--- src/rtl/seg_pkg.sv ---
// rtl/seg_pkg.sv - shared glyphs, FSM states and slot width for the 7-segment scanner
package seg_pkg;

    localparam int SLOT_W = 2;

    // Segment order {a,b,c,d,e,f,g,dp}; dp is always 0 in the glyphs.
    localparam logic [7:0] SEG_0     = 8'hFC;
    localparam logic [7:0] SEG_1     = 8'h60;
    localparam logic [7:0] SEG_2     = 8'hDA;
    localparam logic [7:0] SEG_3     = 8'hF2;
    localparam logic [7:0] SEG_4     = 8'h66;
    localparam logic [7:0] SEG_5     = 8'hB6;
    localparam logic [7:0] SEG_6     = 8'hBE;
    localparam logic [7:0] SEG_7     = 8'hE0;
    localparam logic [7:0] SEG_8     = 8'hFE;
    localparam logic [7:0] SEG_9     = 8'hF6;
    localparam logic [7:0] SEG_A     = 8'hEE;
    localparam logic [7:0] SEG_B     = 8'h3E;
    localparam logic [7:0] SEG_C     = 8'h9C;
    localparam logic [7:0] SEG_D     = 8'h7A;
    localparam logic [7:0] SEG_E     = 8'h9E;
    localparam logic [7:0] SEG_F     = 8'h8E;
    localparam logic [7:0] SEG_BLANK = 8'h00;

    typedef enum logic {
        S_INIT,
        S_SCAN
    } state_t;

endpackage

--- src/rtl/seg7_hex_dec.sv ---
// rtl/seg7_hex_dec.sv - combinational hex nibble to a..g segment decoder
module seg7_hex_dec (
    input  logic [3:0] hex,
    output logic [6:0] seg
);
    import seg_pkg::*;

    always_comb begin
        seg = SEG_BLANK[7:1];
        case (hex)
            4'h0: seg = SEG_0[7:1];
            4'h1: seg = SEG_1[7:1];
            4'h2: seg = SEG_2[7:1];
            4'h3: seg = SEG_3[7:1];
            4'h4: seg = SEG_4[7:1];
            4'h5: seg = SEG_5[7:1];
            4'h6: seg = SEG_6[7:1];
            4'h7: seg = SEG_7[7:1];
            4'h8: seg = SEG_8[7:1];
            4'h9: seg = SEG_9[7:1];
            4'hA: seg = SEG_A[7:1];
            4'hB: seg = SEG_B[7:1];
            4'hC: seg = SEG_C[7:1];
            4'hD: seg = SEG_D[7:1];
            4'hE: seg = SEG_E[7:1];
            4'hF: seg = SEG_F[7:1];
            default: seg = SEG_BLANK[7:1];
        endcase
    end

endmodule

--- src/rtl/seg_scan_ctrl.sv ---
// rtl/seg_scan_ctrl.sv - dual-bank 4-digit 7-segment scanner with frame-synchronous shadow load
module seg_scan_ctrl #(
    parameter int DWELL_CYCLES = 100000,
    parameter int BLINK_FRAMES = 125
) (
    input  logic        clk,
    input  logic        rst,
    input  logic [15:0] digits_left,
    input  logic [15:0] digits_right,
    input  logic [7:0]  blank,
    input  logic [7:0]  dp,
    input  logic [7:0]  blink,
    output logic [7:0]  a_to_g_left,
    output logic [7:0]  a_to_g_right,
    output logic [3:0]  leftseg,
    output logic [3:0]  rightseg,
    output logic        frame_start
);
    import seg_pkg::*;

    localparam int DW = (DWELL_CYCLES > 1) ? $clog2(DWELL_CYCLES) : 1;
    localparam int BW = (BLINK_FRAMES > 1) ? $clog2(BLINK_FRAMES) : 1;
    localparam logic [DW-1:0] DWELL_LAST = DW'(DWELL_CYCLES - 1);
    localparam logic [BW-1:0] BLINK_LAST = BW'(BLINK_FRAMES - 1);

    state_t              state_q, state_d;
    logic [DW-1:0]       dwell_q, dwell_d;
    logic [SLOT_W-1:0]   slot_q, slot_d;
    logic [BW-1:0]       frame_cnt_q, frame_cnt_d;
    logic                blink_phase_q, blink_phase_d;

    logic [15:0]         sh_left_q, sh_left_d;
    logic [15:0]         sh_right_q, sh_right_d;
    logic [7:0]          sh_blank_q, sh_blank_d;
    logic [7:0]          sh_dp_q, sh_dp_d;
    logic [7:0]          sh_blink_q, sh_blink_d;

    logic [7:0]          seg_left_q, seg_left_d;
    logic [7:0]          seg_right_q, seg_right_d;
    logic [3:0]          an_left_q, an_left_d;
    logic [3:0]          an_right_q, an_right_d;
    logic                frame_start_q, frame_start_d;

    logic                load;
    logic [3:0]          nib_left, nib_right;
    logic [6:0]          glyph_left, glyph_right;
    logic                dark_left, dark_right;

    always_comb begin
        state_d       = state_q;
        dwell_d       = dwell_q;
        slot_d        = slot_q;
        frame_cnt_d   = frame_cnt_q;
        blink_phase_d = blink_phase_q;
        sh_left_d     = sh_left_q;
        sh_right_d    = sh_right_q;
        sh_blank_d    = sh_blank_q;
        sh_dp_d       = sh_dp_q;
        sh_blink_d    = sh_blink_q;
        load          = 1'b0;

        case (state_q)
            S_INIT: begin
                state_d = S_SCAN;
                load    = 1'b1;
            end
            S_SCAN: begin
                if (dwell_q == DWELL_LAST) begin
                    dwell_d = '0;
                    slot_d  = slot_q + 1'b1;
                    if (slot_q == {SLOT_W{1'b1}}) begin
                        load = 1'b1;
                        // The first frame after reset is not counted, so it starts the blink period.
                        if (frame_cnt_q == BLINK_LAST) begin
                            frame_cnt_d   = '0;
                            blink_phase_d = ~blink_phase_q;
                        end else begin
                            frame_cnt_d = frame_cnt_q + 1'b1;
                        end
                    end
                end else begin
                    dwell_d = dwell_q + 1'b1;
                end
            end
            default: state_d = S_INIT;
        endcase

        if (load) begin
            sh_left_d  = digits_left;
            sh_right_d = digits_right;
            sh_blank_d = blank;
            sh_dp_d    = dp;
            sh_blink_d = blink;
            slot_d     = '0;
            dwell_d    = '0;
        end
    end

    // Outputs are built from the next-state values so they move on the same edge as the slot.
    assign nib_left  = sh_left_d[{slot_d, 2'b00} +: 4];
    assign nib_right = sh_right_d[{slot_d, 2'b00} +: 4];

    seg7_hex_dec u_dec_left (
        .hex (nib_left),
        .seg (glyph_left)
    );

    seg7_hex_dec u_dec_right (
        .hex (nib_right),
        .seg (glyph_right)
    );

    always_comb begin
        dark_left  = sh_blank_d[{1'b1, slot_d}] | (sh_blink_d[{1'b1, slot_d}] & ~blink_phase_d);
        dark_right = sh_blank_d[{1'b0, slot_d}] | (sh_blink_d[{1'b0, slot_d}] & ~blink_phase_d);

        an_left_d   = dark_left  ? 4'b0000 : (4'b0001 << slot_d);
        an_right_d  = dark_right ? 4'b0000 : (4'b0001 << slot_d);
        seg_left_d  = dark_left  ? SEG_BLANK : {glyph_left,  sh_dp_d[{1'b1, slot_d}]};
        seg_right_d = dark_right ? SEG_BLANK : {glyph_right, sh_dp_d[{1'b0, slot_d}]};
        frame_start_d = load;
    end

    always_ff @(posedge clk or posedge rst) begin
        if (rst) begin
            state_q       <= S_INIT;
            dwell_q       <= '0;
            slot_q        <= '0;
            frame_cnt_q   <= '0;
            blink_phase_q <= 1'b1;
            sh_left_q     <= '0;
            sh_right_q    <= '0;
            sh_blank_q    <= '1;
            sh_dp_q       <= '0;
            sh_blink_q    <= '0;
            seg_left_q    <= '0;
            seg_right_q   <= '0;
            an_left_q     <= '0;
            an_right_q    <= '0;
            frame_start_q <= 1'b0;
        end else begin
            state_q       <= state_d;
            dwell_q       <= dwell_d;
            slot_q        <= slot_d;
            frame_cnt_q   <= frame_cnt_d;
            blink_phase_q <= blink_phase_d;
            sh_left_q     <= sh_left_d;
            sh_right_q    <= sh_right_d;
            sh_blank_q    <= sh_blank_d;
            sh_dp_q       <= sh_dp_d;
            sh_blink_q    <= sh_blink_d;
            seg_left_q    <= seg_left_d;
            seg_right_q   <= seg_right_d;
            an_left_q     <= an_left_d;
            an_right_q    <= an_right_d;
            frame_start_q <= frame_start_d;
        end
    end

    assign a_to_g_left  = seg_left_q;
    assign a_to_g_right = seg_right_q;
    assign leftseg      = an_left_q;
    assign rightseg     = an_right_q;
    assign frame_start  = frame_start_q;

endmodule

--- config.mk ---
export PLATFORM = sky130hd
export DESIGN_NAME = seg_scan_ctrl
export DESIGN_NICKNAME = d
export VERILOG_FILES = /design/src/rtl/seg_pkg.sv /design/src/rtl/seg7_hex_dec.sv /design/src/rtl/seg_scan_ctrl.sv
export SDC_FILE = /design/constraint.sdc
export NUM_CORES = 1
export LEC_CHECK = 0
export ABC_AREA = 1
export CORE_MARGIN = 4
export CORE_UTILIZATION = 55
export DETAILED_ROUTE_END_ITERATION = 10
export PLACE_DENSITY = 0.8
export SETUP_SLACK_MARGIN = 0.2
export SLEW_MARGIN = 15
export SYNTH_ARGS = -nofsm -noshare
export SYNTH_HDL_FRONTEND = slang
export SYNTH_SLANG_ARGS = --single-unit
--- constraint.sdc ---
create_clock -name clk -period 4.55 [get_ports clk]
set_clock_uncertainty 0.05 [all_clocks]
set_input_delay 0.455 -clock clk [delete_from_list [all_inputs] [get_ports clk]]
set_output_delay 0.455 -clock clk [all_outputs]
set_load 0.05 [all_outputs]
==> parameters.txt, run 1 <==
Parameter                              Value

Timing
  Sum of negative setup slack    0 ns
  Least-Margin Pin Slew    0.806 ns
  Final worst slack    ~1.2 ns
  Number of pins with negative max-slew slack in the final report    0
  Final period utilization    between 70 and 80%
  Relative slew slack    46.3%
  Final setup vio count    0
  Period minus WS final    3.32 ns
  Final number of hold-violating endpoints    0
  Top achievable clock speed    301 MHz
  Unrepaired setup endpoints after global routing    no

Synthesis
  Fraction of synthesized cell area in xor and xnor cells    0.744%
  Proportion of synthesized chip area in sequential cells    between 40% and 50%
  Largest area contributor in the synthesized netlist    sky130_fd_sc_hd__dfrtp_1
  Adder and majority cell fraction of the synthesized area    3.40%
  Mux share of post-synthesis cell area    0%
  Cell Area, Synth    ~5900 um2
  Compound-Gate Fraction of Synth Area    4.00%
  Yosys warning total    0
  Simple logic cell fraction of the synthesized area    37.2%
  FFs w/ async S/R, synth    100%
  Count leader, synth    sky130_fd_sc_hd__nand2_1
  Unique masters post-synth    39
  Combinational family with the most area after synthesis    simple AND/OR/NAND/NOR gates
  Most used flip-flop cell after synthesis    sky130_fd_sc_hd__dfrtp_1
  Synthesized Nets    846
  Number of synthesized register bits    109
  Area contributors post-synth    sky130_fd_sc_hd__dfrtp_1 43%, sky130_fd_sc_hd__nand2_1 17%, sky130_fd_sc_hd__nor2_1 6.5%
  Number of flops mapped to enable cells by yosys    0
  Mapped Cells    772
  Avg Synthesized Cell Area    7.62 um2
  Most common library cells after synthesis    263 x sky130_fd_sc_hd__nand2_1, 102 x sky130_fd_sc_hd__nor2_1, 100 x sky130_fd_sc_hd__dfrtp_1
  Area share of the leading cell type in the synthesized netlist    42.5%

Placement
  DP Worst Slack    between 1 and 1.5 ns
  Total half-perimeter wirelength after legalization and detailed placement    10.1 mm
  Count of port buffers added during placement    82
  Gp weighted congestion    ~0.88

Global routing
  Vias in the first global route    5015
  Met2 global-route usage    38.4%
  Pin count of the biggest net entering global routing    91
  Met3 usage    4.78%
  Remaining global-route overflow    0
  Grt peak-use layer    met2
  Global-route wire length before repair    23.9 mm
  M1 GR Usage    31.7%
  Antenna violations before repair    0
  Overall routing resource usage    about a quarter

Detailed routing
  Post-detailed-route count of antenna-violating nets    0
  Count of TritonRoute iterations in the first routing pass    6
  Via density per instance    between 5 and 6
  Routed wire length    14.1 mm
  Drt first-iter violations    284
  Vias    5125
  Drc violations    0
  Routed len/inst    around 14 um

Cells and area
  Share of layout cells above drive strength 1    about a tenth
  Diode insertion count for antenna repair    0
  Net count reported at finish    923
  Area growth syn-to-layout    18.6%

Clocking
  Buffers inserted during post-CTS setup optimization    0
  Clock sink count    approximately 110
  Cell chosen for the clock root    sky130_fd_sc_hd__clkbuf_8
  CTS tree    done
  Deepest level of the CTS H-tree    3
  Number of CTS-inserted buffers    9
  Cts-stage hold buffer count    0
  Clock latency on the worst-skew pair    0.37 ns
  Clock transition at the register clock pins on the worst setup and hold paths after CTS    0.11 ns
  Number of gates resized after cts    0
  Maximum number of buffers from clock root to sink    2

Worst setup path
  Req. time, crit path    4.79 ns
  Most frequent cell on the critical path    sky130_fd_sc_hd__nand2_1
  Endpoint class of the critical path    flop
  Maximum cell stage delay along the critical path    0.44 ns
  Startpoint type of the worst setup path    flop
  Max stage delay cell, worst path    sky130_fd_sc_hd__nand2_4
  Worst Path Max Fanout    69
  Type of the worst setup path    flop to flop
  Arrival time of data at the critical path endpoint    approximately 3.6 ns
  Cells along the critical path    ha_1 > nand2_2 > nor2_4 > nand3_1 > nor2_2 > nand3_2 > buf_4 > nand2_4 > nand2_1 > nand2_1 > nand3_1 > nand2_1 > nor2_1 > ha_1 > inv_1 > nand2_1 > nand3_1 > nand2_1 > nor2_1

Floorplan
  Vert. Die Dim    111 um
  Effective utilization at floorplan    56.7%
  IO Count    83
  Standard-cell rows    37
  Overall die width    111 um
  Die area    12400 um2
  Core footprint    approximately 10000 um2

Run
  Count of maximum capacitance violations    0

Pwr
  LEAKAGE    3.50 nW
  Peak supply drop    0.174 mV
  Power density over cell area    300 nW/um2

Min path
  Hold crit path type    flop to flop

Outcome
  Status    finished clean
cells in the final DEF, fill, tap and decap left out, drive strengths merged, types with 9 or more instances in the layout:
| cell | synthesis | routed |
|---|---|---|
| clkdlybuf4s50 | 0 | 82 |
| nand2 | 277 | 277 |
| a21oi | 15 | 15 |
| nand3 | 65 | 65 |
| inv | 86 | 87 |
| clkbuf | 3 | 11 |
| ha | 16 | 16 |
| dfstp | 9 | 9 |
| o21ai | 14 | 14 |
| nor3 | 13 | 13 |
| nor2 | 118 | 118 |
| dfrtp | 100 | 100 |
critical path: cells and delay by family, from the launching register on:
family | cells | cell delay, ns
and+or+nand+nor | 15 | 1.90
adders and majority gates | 2 | 0.53
DFF | 1 | 0.41
buffers and inverters | 2 | 0.34
layout make-up:
class | count | area [um2]
Sequential cell | 109 | 2740
Clock buffer | 11 | 131
Timing Repair Buffer | 87 | 858
Clock inverter | 5 | 83.8
Multi-Input combinational cell | 556 | 2670
Inverter | 86 | 328
Tap cell | 136 | 170
Fill cell | 872 | 3390
flip-flops by register name, summed over array words and instances (netlist names), 7 cells and up:
| signal | count |
|---|---|
| a_to_g_left | 8 |
| a_to_g_right | 8 |
| dwell_q | 17 |
| frame_cnt_q | 7 |
| sh_blank_q | 8 |
| sh_blink_q | 8 |
| sh_dp_q | 8 |
| sh_left_q | 16 |
| sh_right_q | 16 |
path summary, 6_finish.rpt:
| check | from | to | slack, ns | cells past startpoint |
|---|---|---|---|---|
| hold reg to reg | dwell_q[0] | dwell_q[0] | 0.41 | 1 |
| setup reg to reg | dwell_q[0] | a_to_g_right[7] | 1.23 | 19 |
| min in group asynchronous | rst | a_to_g_right[1] | 0.54 | 2 |
| max in group asynchronous | rst | sh_blank_q[0] | 3.03 | 3 |
| hold / removal | dwell_q[0] | dwell_q[0] | 0.41 | 1 |
| setup / recovery | dwell_q[0] | a_to_g_right[7] | 1.23 | 19 |
where the power goes:
| group | internal (W) | leakage (nW) | switching [W] |
|---|---|---|---|
| Combinational | 0.000144 | 2.03 | 0.000250 |
| Clock | 0.000313 | 0.100 | 0.000335 |
| Sequential | 0.00104 | 1.37 | 0.0000200 |
cells by family (layout without fill, tap and decap cells):
| logic type | count (synthesis) | after routing |
|---|---|---|
| simple gates | 496 | 496 |
| flops | 109 | 109 |
| buf+inv | 107 | 189 |
| compound gates | 38 | 38 |
| fa+ha+maj | 16 | 16 |
| xor+xnor | 5 | 5 |
| other cells | 1 | 1 |
per-stage QoR:
stage | hold WS, ns | cells | utilization [%] | total power (W) | area [um2]
2_1_floorplan | 0.382 | 772 | - | 0.00133 | 5880
3_3_place_gp | 0.392 | 974 | 65.2 | 0.00146 | 6760
3_5_place_dp | 0.405 | 974 | 65.2 | 0.00147 | 6760
4_1_cts | 0.420 | 990 | 67.3 | 0.00211 | 6980
5_1_grt | 0.438 | 990 | 67.3 | 0.00219 | 6980
6_report | 0.415 | 990 | 67.3 | 0.00210 | 6980
metal layers:
| layer | vias up | part of all wire (%) |
|---|---|---|
| met3 | 19 | 6.8 |
| met1 | 2375 | 45 |
| met2 | 196 | 47 |
| met5 | - | 0 |
| li1 | 2535 | - |
| met4 | 0 | 1.3 |
Power figures use the tool's default switching activity.
==> run 2: changes to the inputs <==
--- a/config.mk
+++ b/config.mk
@@ -7,9 +7,9 @@
 export LEC_CHECK = 0
 export ABC_AREA = 1
 export CORE_MARGIN = 4
-export CORE_UTILIZATION = 55
+export CORE_UTILIZATION = 50
 export DETAILED_ROUTE_END_ITERATION = 10
-export PLACE_DENSITY = 0.8
+export PLACE_DENSITY = 0.77
 export SETUP_SLACK_MARGIN = 0.2
 export SLEW_MARGIN = 15
 export SYNTH_ARGS = -nofsm -noshare
==> constraint.sdc (replaced) <==
create_clock -name clk -period 2.9 [get_ports clk]
set_clock_uncertainty 0.05 [all_clocks]
set_input_delay 0.29 -clock clk [delete_from_list [all_inputs] [get_ports clk]]
set_output_delay 0.29 -clock clk [all_outputs]
set_load 0.05 [all_outputs]
==> run 2 against run 1 <==
Effect of this change: cell count up 4.5%; maximum frequency is 26% higher; clock power increased by 98%; utilization grew 0.39 points; critical path type unchanged; largest power group unchanged.
==> parameters.txt, run 2 (synthesized netlist as in run 1, its figures left out) <==
Parameter                              Value

Worst setup path
  Critical Path Start    dwell_q[0]
  Req. time, crit path    3.10 ns
  Endpoint class of the critical path    flop
  Startpoint type of the worst setup path    flop
  Worst Path Max Fanout    9
  Startpoint of the most critical register-to-register path    dwell_q[0]
  Arrival time of data at the critical path endpoint    2.84 ns
  Type of the worst setup path    flop to flop

Pwr
  Overall power after layout    between 0.003 and 0.004 W
  Clock network fraction of total power    between 30% and 40%
  Peak supply drop    roughly 0.41 mV
  Combinational power share    between 10% and 20%
  Share of power burned in registers    45.7%
  LEAKAGE    3.79 nW
  Fraction of power spent switching nets    28.6%
  Net switching component of the power    around 0.0010 W
  Internal power    0.00259 W
  Power density over cell area    468 nW/um2

Outcome
  Status    finished clean

Timing
  Unrepaired setup endpoints after global routing    yes
  Number of pins with negative max-slew slack in the final report    0
  Final setup vio count    0
  Final period utilization    90.8%
  Least-Margin Pin Slew    0.597 ns
  Relative slew slack    60.2%
  Top achievable clock speed    380 MHz
  Final number of hold-violating endpoints    0
  Sum of negative setup slack    0 ns
  Period minus WS final    about 2.6 ns

Clocking
  Number of CTS-inserted buffers    9
  Clock transition at the register clock pins on the worst setup and hold paths after CTS    roughly 0.080 ns
  Cts-stage hold buffer count    0
  CTS tree    done
  Maximum number of buffers from clock root to sink    2
  Clock sink count    109
  Clock latency on the worst-skew pair    0.35 ns
  Cell chosen for the clock root    sky130_fd_sc_hd__clkbuf_16
  Deepest level of the CTS H-tree    3

Floorplan
  IO Count    83
  Standard-cell rows    39
  Core footprint    ~11000 um2
  Effective utilization at floorplan    51.3%
  Vert. Die Dim    116 um
  Overall die width    116 um
  Die area    between 10000 and 15000 um2

Cells and area
  Commonest cells after routing, fill and taps aside    242 x sky130_fd_sc_hd__nand2_1, 100 x sky130_fd_sc_hd__dfrtp_1, 96 x sky130_fd_sc_hd__nor2_1
  Diode insertion count for antenna repair    0
  Registers with the highest flip-flop counts    dwell_q x17, sh_left_q x16, sh_right_q x16
  Net count reported at finish    961
  Largest reg by FF count    dwell_q
  Area growth syn-to-layout    32.0%
  Most common cell after layout, fill and taps aside    sky130_fd_sc_hd__nand2_1
  Number of flip-flops under the largest register name    17
  Filler cells    between 900 and 1000
  Share of layout cells above drive strength 1    18.7%

Detailed routing
  Post-detailed-route count of antenna-violating nets    0
  Vias    roughly 5400
  Drc violations    0
  Routed len/inst    around 15 um
  Via density per instance    5.18
  Drt first-iter violations    ~440
  Routed wire length    15.3 mm
  Count of TritonRoute iterations in the first routing pass    5

Run
  Count of maximum capacitance violations    0

Global routing
  Antenna violations before repair    0
  Remaining global-route overflow    0
  Vias in the first global route    4631
  Pin count of the biggest net entering global routing    110
  Global-route wire length before repair    22.2 mm
  Overall routing resource usage    20.9%

Min path
  Hold crit path type    primary input to asynchronous set/reset pin

Placement
  Gp weighted congestion    0.858
  Count of port buffers added during placement    82
  Total half-perimeter wirelength after legalization and detailed placement    9.62 mm
[run 2: cell types whose count changed in the layout (fill, tap and decap cells not counted), moves of 7 or more]
cell                        previous run  this run
sky130_fd_sc_hd__buf_4                 5        27
sky130_fd_sc_hd__nand2_1             263       242
sky130_fd_sc_hd__nand2_2              10        28
sky130_fd_sc_hd__clkbuf_16             0        10
sky130_fd_sc_hd__clkbuf_8              9         1
sky130_fd_sc_hd__nand3_1              61        54
sky130_fd_sc_hd__nor2_4                8        15
[run 2: worst max-delay path, stage by stage (launching register included)]
cell                      delay (ns)
sky130_fd_sc_hd__dfrtp_1        0.41
sky130_fd_sc_hd__ha_4           0.16
sky130_fd_sc_hd__nand2_2        0.07
sky130_fd_sc_hd__nor2_4         0.17
sky130_fd_sc_hd__nand3_2        0.11
sky130_fd_sc_hd__nor2_4         0.17
sky130_fd_sc_hd__a21oi_4        0.11
sky130_fd_sc_hd__buf_4          0.17
sky130_fd_sc_hd__nand3_2        0.09
sky130_fd_sc_hd__inv_4          0.09
sky130_fd_sc_hd__nand2_1        0.07
sky130_fd_sc_hd__nand2_1        0.09
sky130_fd_sc_hd__nor2_4         0.22
sky130_fd_sc_hd__ha_1           0.28
sky130_fd_sc_hd__nand2_1        0.09
sky130_fd_sc_hd__nand3_1        0.08
sky130_fd_sc_hd__nand2_1        0.07
sky130_fd_sc_hd__nor2_1         0.04
[run 2: final timing paths]
check / cells after the start / slack [ns] / end
setup / recovery: 17 / 0.27 / a_to_g_right[4]
hold / removal: 3 / 0.37 / a_to_g_right[1]
setup reg to reg: 17 / 0.27 / a_to_g_right[4]
hold reg to reg: 2 / 0.43 / sh_right_q[8]
max in group asynchronous: 3 / 1.96 / sh_left_q[0]
min in group clk: 3 / 0.42 / sh_blank_q[1]
[run 2: power groups by stage]
stage	logic [W]	registers (W)	clock network, W
CTS	0.000624	0.00166	0.00128
finish	0.000698	0.00166	0.00128
detailed placement	0.000616	0.00168	0
floorplan	0.000306	0.00178	0
global route	0.000765	0.00167	0.00136
global placement	0.000609	0.00168	0
[run 2: area by class of cell]
class / instances / area [um2] / share of cell area, %
Clock buffer: 11 / 243 / 3.13
Inverter: 86 / 338 / 4.35
Timing Repair Buffer: 119 / 1180 / 15.2
Clock inverter: 5 / 57.6 / 0.741
Sequential cell: 109 / 2740 / 35.3
Multi-Input combinational cell: 562 / 3030 / 39.0
Tap cell: 143 / 179 / 2.30
[run 2: metal layers]
metal | routed length [um] | vias up | share of wire, % | track usage (%)
met3 | 1010 | 21 | 6.6 | 3.47
li1 | - | 2633 | - | -
met4 | 295 | 0 | 1.9 | 7.89
met1 | 6670 | 2497 | 44 | 30.3
met2 | 7330 | 214 | 48 | 31.6
met5 | 0 | - | 0 | 0
[run 2: through the flow]
| stage | setup WS, ns | area (um2) | hold slack, ns | util [%] | instances |
|---|---|---|---|---|---|
| 3_5_place_dp | 0.0672 | 6860 | 0.405 | 59.8 | 991 |
| 3_3_place_gp | 0.121 | 6860 | 0.391 | 59.8 | 991 |
| 4_1_cts | 0.194 | 7200 | 0.415 | 62.8 | 1007 |
| 5_1_grt | 0.0727 | 7760 | 0.426 | 67.7 | 1035 |
| 2_1_floorplan | 0.395 | 5890 | 0.346 | - | 772 |
| 6_report | 0.267 | 7760 | 0.373 | 67.7 | 1035 |
[run 2: repair_timing]
item | 4_1_cts | 5_1_grt
setup endpoints to repair | 19 | 24
setup buffers | 0 | 21
resized for setup | 9 | 77
pin swaps | 0 | 27
gates cloned | 0 | 7
==> run 3: changes to the inputs <==
--- a/config.mk
+++ b/config.mk
@@ -7,7 +7,8 @@
 export LEC_CHECK = 0
 export ABC_AREA = 1
 export CORE_MARGIN = 4
-export CORE_UTILIZATION = 50
+export CORE_UTILIZATION = 51
+export CTS_BUF_LIST = sky130_fd_sc_hd__clkbuf_8
 export DETAILED_ROUTE_END_ITERATION = 10
 export PLACE_DENSITY = 0.77
 export SETUP_SLACK_MARGIN = 0.2
==> run 3 against run 2 <==
Effect of this change: worst setup slack got worse by 0.050 ns; first-iteration DRC count fell by 4.6%; cell count barely moved; clock power fell by 26%; flip-flop and latch count did not move; sequential share of layout area rose by 0.27 points; global-route usage rose by 1.2 points; power fell by 8.5%; highest routed layer unchanged.
==> parameters.txt, run 3 (synthesized netlist as in run 1, its figures left out) <==
Parameter                              Value

Timing
  Unrepaired setup endpoints after global routing    yes
  Sum of negative setup slack    0 ns
  Final number of hold-violating endpoints    0
  Top achievable clock speed    373 MHz
  Period minus WS final    ~2.7 ns
  Final worst slack    0.217 ns
  Relative slew slack    approximately 66%
  Number of pins with negative max-slew slack in the final report    0
  Final setup vio count    0
  Hold slack final    between 0.1 and 0.15 ns
  Least-Margin Pin Slew    roughly 0.51 ns
  Final period utilization    92.5%

Global routing
  Antenna violations before repair    0
  Remaining global-route overflow    0
  Overall routing resource usage    22.1%
  Global-route wire length before repair    23.6 mm
  Pin count of the biggest net entering global routing    42
  Vias in the first global route    a little over 5000

Clocking
  Clock sink count    109
  CTS tree    done
  Maximum number of buffers from clock root to sink    2
  Cell chosen for the clock root    sky130_fd_sc_hd__clkbuf_8
  Deepest level of the CTS H-tree    3
  Clock transition at the register clock pins on the worst setup and hold paths after CTS    0.10 ns
  Number of CTS-inserted buffers    9
  Clock latency on the worst-skew pair    0.38 ns

Worst setup path
  Worst Path Max Fanout    7
  Number of cell instances on the worst register-to-register path    17
  Startpoint type of the worst setup path    flop
  Type of the worst setup path    flop to flop
  Endpoint class of the critical path    flop
  Req. time, crit path    3.13 ns
  Arrival time of data at the critical path endpoint    2.91 ns

Min path
  Hold crit path type    primary input to asynchronous set/reset pin

Floorplan
  Core footprint    11100 um2
  Die area    ~13000 um2
  Standard-cell rows    38
  IO Count    83
  Overall die width    between 100 and 150 um
  Vert. Die Dim    115 um
  Effective utilization at floorplan    between 50% and 60%

Detailed routing
  Vias    5410
  Drc violations    0
  Routed len/inst    between 10 and 15 um
  Routed wire length    15.4 mm
  Count of TritonRoute iterations in the first routing pass    5
  Via density per instance    5.23
  Post-detailed-route count of antenna-violating nets    0
  Drt first-iter violations    416

Cells and area
  Most common cell after layout, fill and taps aside    sky130_fd_sc_hd__nand2_1
  Post-layout utilization of the core    between 60% and 70%
  Registers with the highest flip-flop counts    dwell_q x17, sh_left_q x16, sh_right_q x16
  Area growth syn-to-layout    31.0%
  Diode insertion count for antenna repair    0
  Number of flip-flops under the largest register name    17
  Post-route insts no fill    1034
  Net count reported at finish    between 900 and 1000
  Commonest cells after routing, fill and taps aside    238 x sky130_fd_sc_hd__nand2_1, 99 x sky130_fd_sc_hd__dfrtp_1, 94 x sky130_fd_sc_hd__nor2_1
  Share of layout cells above drive strength 1    19.5%
  Largest reg by FF count    dwell_q

Pwr
  Power density over cell area    roughly 430 nW/um2
  Clock network fraction of total power    between 20 and 30%
  LEAKAGE    3.77 nW
  Fraction of power spent switching nets    roughly 29%
  Share of power burned in registers    49.9%
  Peak supply drop    0.225 mV
  Internal power    0.00235 W
  Net switching component of the power    0.000969 W
  Combinational power share    21.4%

Placement
  Cell Count Post-Placement    992
  Count of port buffers added during placement    82
  Total half-perimeter wirelength after legalization and detailed placement    between 10 and 15 mm
  Gp weighted congestion    roughly 0.9
  DP Worst Slack    roughly 0.14 ns

Run
  Count of maximum capacitance violations    0

Outcome
  Status    finished clean
run 3: changes by cell type in the layout (fill, tap and decap cells not counted), sizes merged:
| cell | change |
|---|---|
| buf | +5 |
| clkbuf | +2 |
| clkinv | +1 |
| inv | -1 |
| nand2 | -5 |
run 3: timing repair:
action                                  CTS  global route
hold buffers                              0             0
setup buffers                             1            21
endpoints found under the setup margin   10            24
cloned                                    0             4
resized for setup                         9            84
pin swaps                                 0            34
run 3: layout make-up:
type	instances	area, um2
clock buffer	11	151
clock inverter	5	51.3
fill	845	3370
inverter	86	338
multi-input combinational	557	2950
sequential	109	2740
tap	140	175
timing repair buffer	126	1300
run 3: final timing paths:
kind	slack, ns	end	from
hold / removal	0.14	a_to_g_right[5]	rst
setup reg to reg	0.22	a_to_g_right[2]	dwell_q[1]
setup / recovery	0.22	a_to_g_right[2]	dwell_q[1]
max in group asynchronous	1.90	sh_blank_q[0]	rst
hold reg to reg	0.43	sh_right_q[9]	sh_right_q[9]
min in group clk	0.39	sh_blank_q[0]	blank[0]
run 3: metrics by stage:
| step | area (um2) | total power (W) |
|---|---|---|
| CTS | 7130 | 0.00325 |
| floorplan | 5890 | 0.00208 |
| finish | 7710 | 0.00332 |
| detailed placement | 6890 | 0.00231 |
| global placement | 6890 | 0.00229 |
| global route | 7710 | 0.00348 |
run 3: worst max-delay path, stage by stage (launching register included):
cell                       delay [ns]
sky130_fd_sc_hd__dfrtp_1         0.42
sky130_fd_sc_hd__ha_4            0.19
sky130_fd_sc_hd__nand2_4         0.07
sky130_fd_sc_hd__nor2_4          0.05
sky130_fd_sc_hd__nand3_2         0.08
sky130_fd_sc_hd__nor2_4          0.06
sky130_fd_sc_hd__a21oi_4         0.40
sky130_fd_sc_hd__buf_8           0.22
sky130_fd_sc_hd__nand2_1         0.07
sky130_fd_sc_hd__nand2_1         0.08
sky130_fd_sc_hd__nand2_1         0.06
sky130_fd_sc_hd__nand2_1         0.12
sky130_fd_sc_hd__nor2_4          0.07
sky130_fd_sc_hd__buf_6           0.12
sky130_fd_sc_hd__ha_4            0.14
sky130_fd_sc_hd__nand3b_1        0.15
sky130_fd_sc_hd__a21oi_1         0.16
sky130_fd_sc_hd__nor2_1          0.05
run 3: layer usage:
metal	share of wire (%)	vias to the layer above	routed length (um)	track usage [%]
met1	42	2532	6480	30.0
met4	2.6	0	404	9.55
met2	49	214	7490	36.1
met5	0	-	0	0
met3	6.9	39	1060	2.72
li1	-	2625	-	-
run 3: power by group through the flow:
| stage | Clock [W] | Sequential, W | Combinational (W) |
|---|---|---|---|
| global placement | 0 | 0.00168 | 0.000610 |
| global route | 0.00104 | 0.00167 | 0.000771 |
| CTS | 0.000965 | 0.00166 | 0.000629 |
| detailed placement | 0 | 0.00169 | 0.000620 |
| finish | 0.000952 | 0.00166 | 0.000710 |
| floorplan | 0 | 0.00178 | 0.000306 |
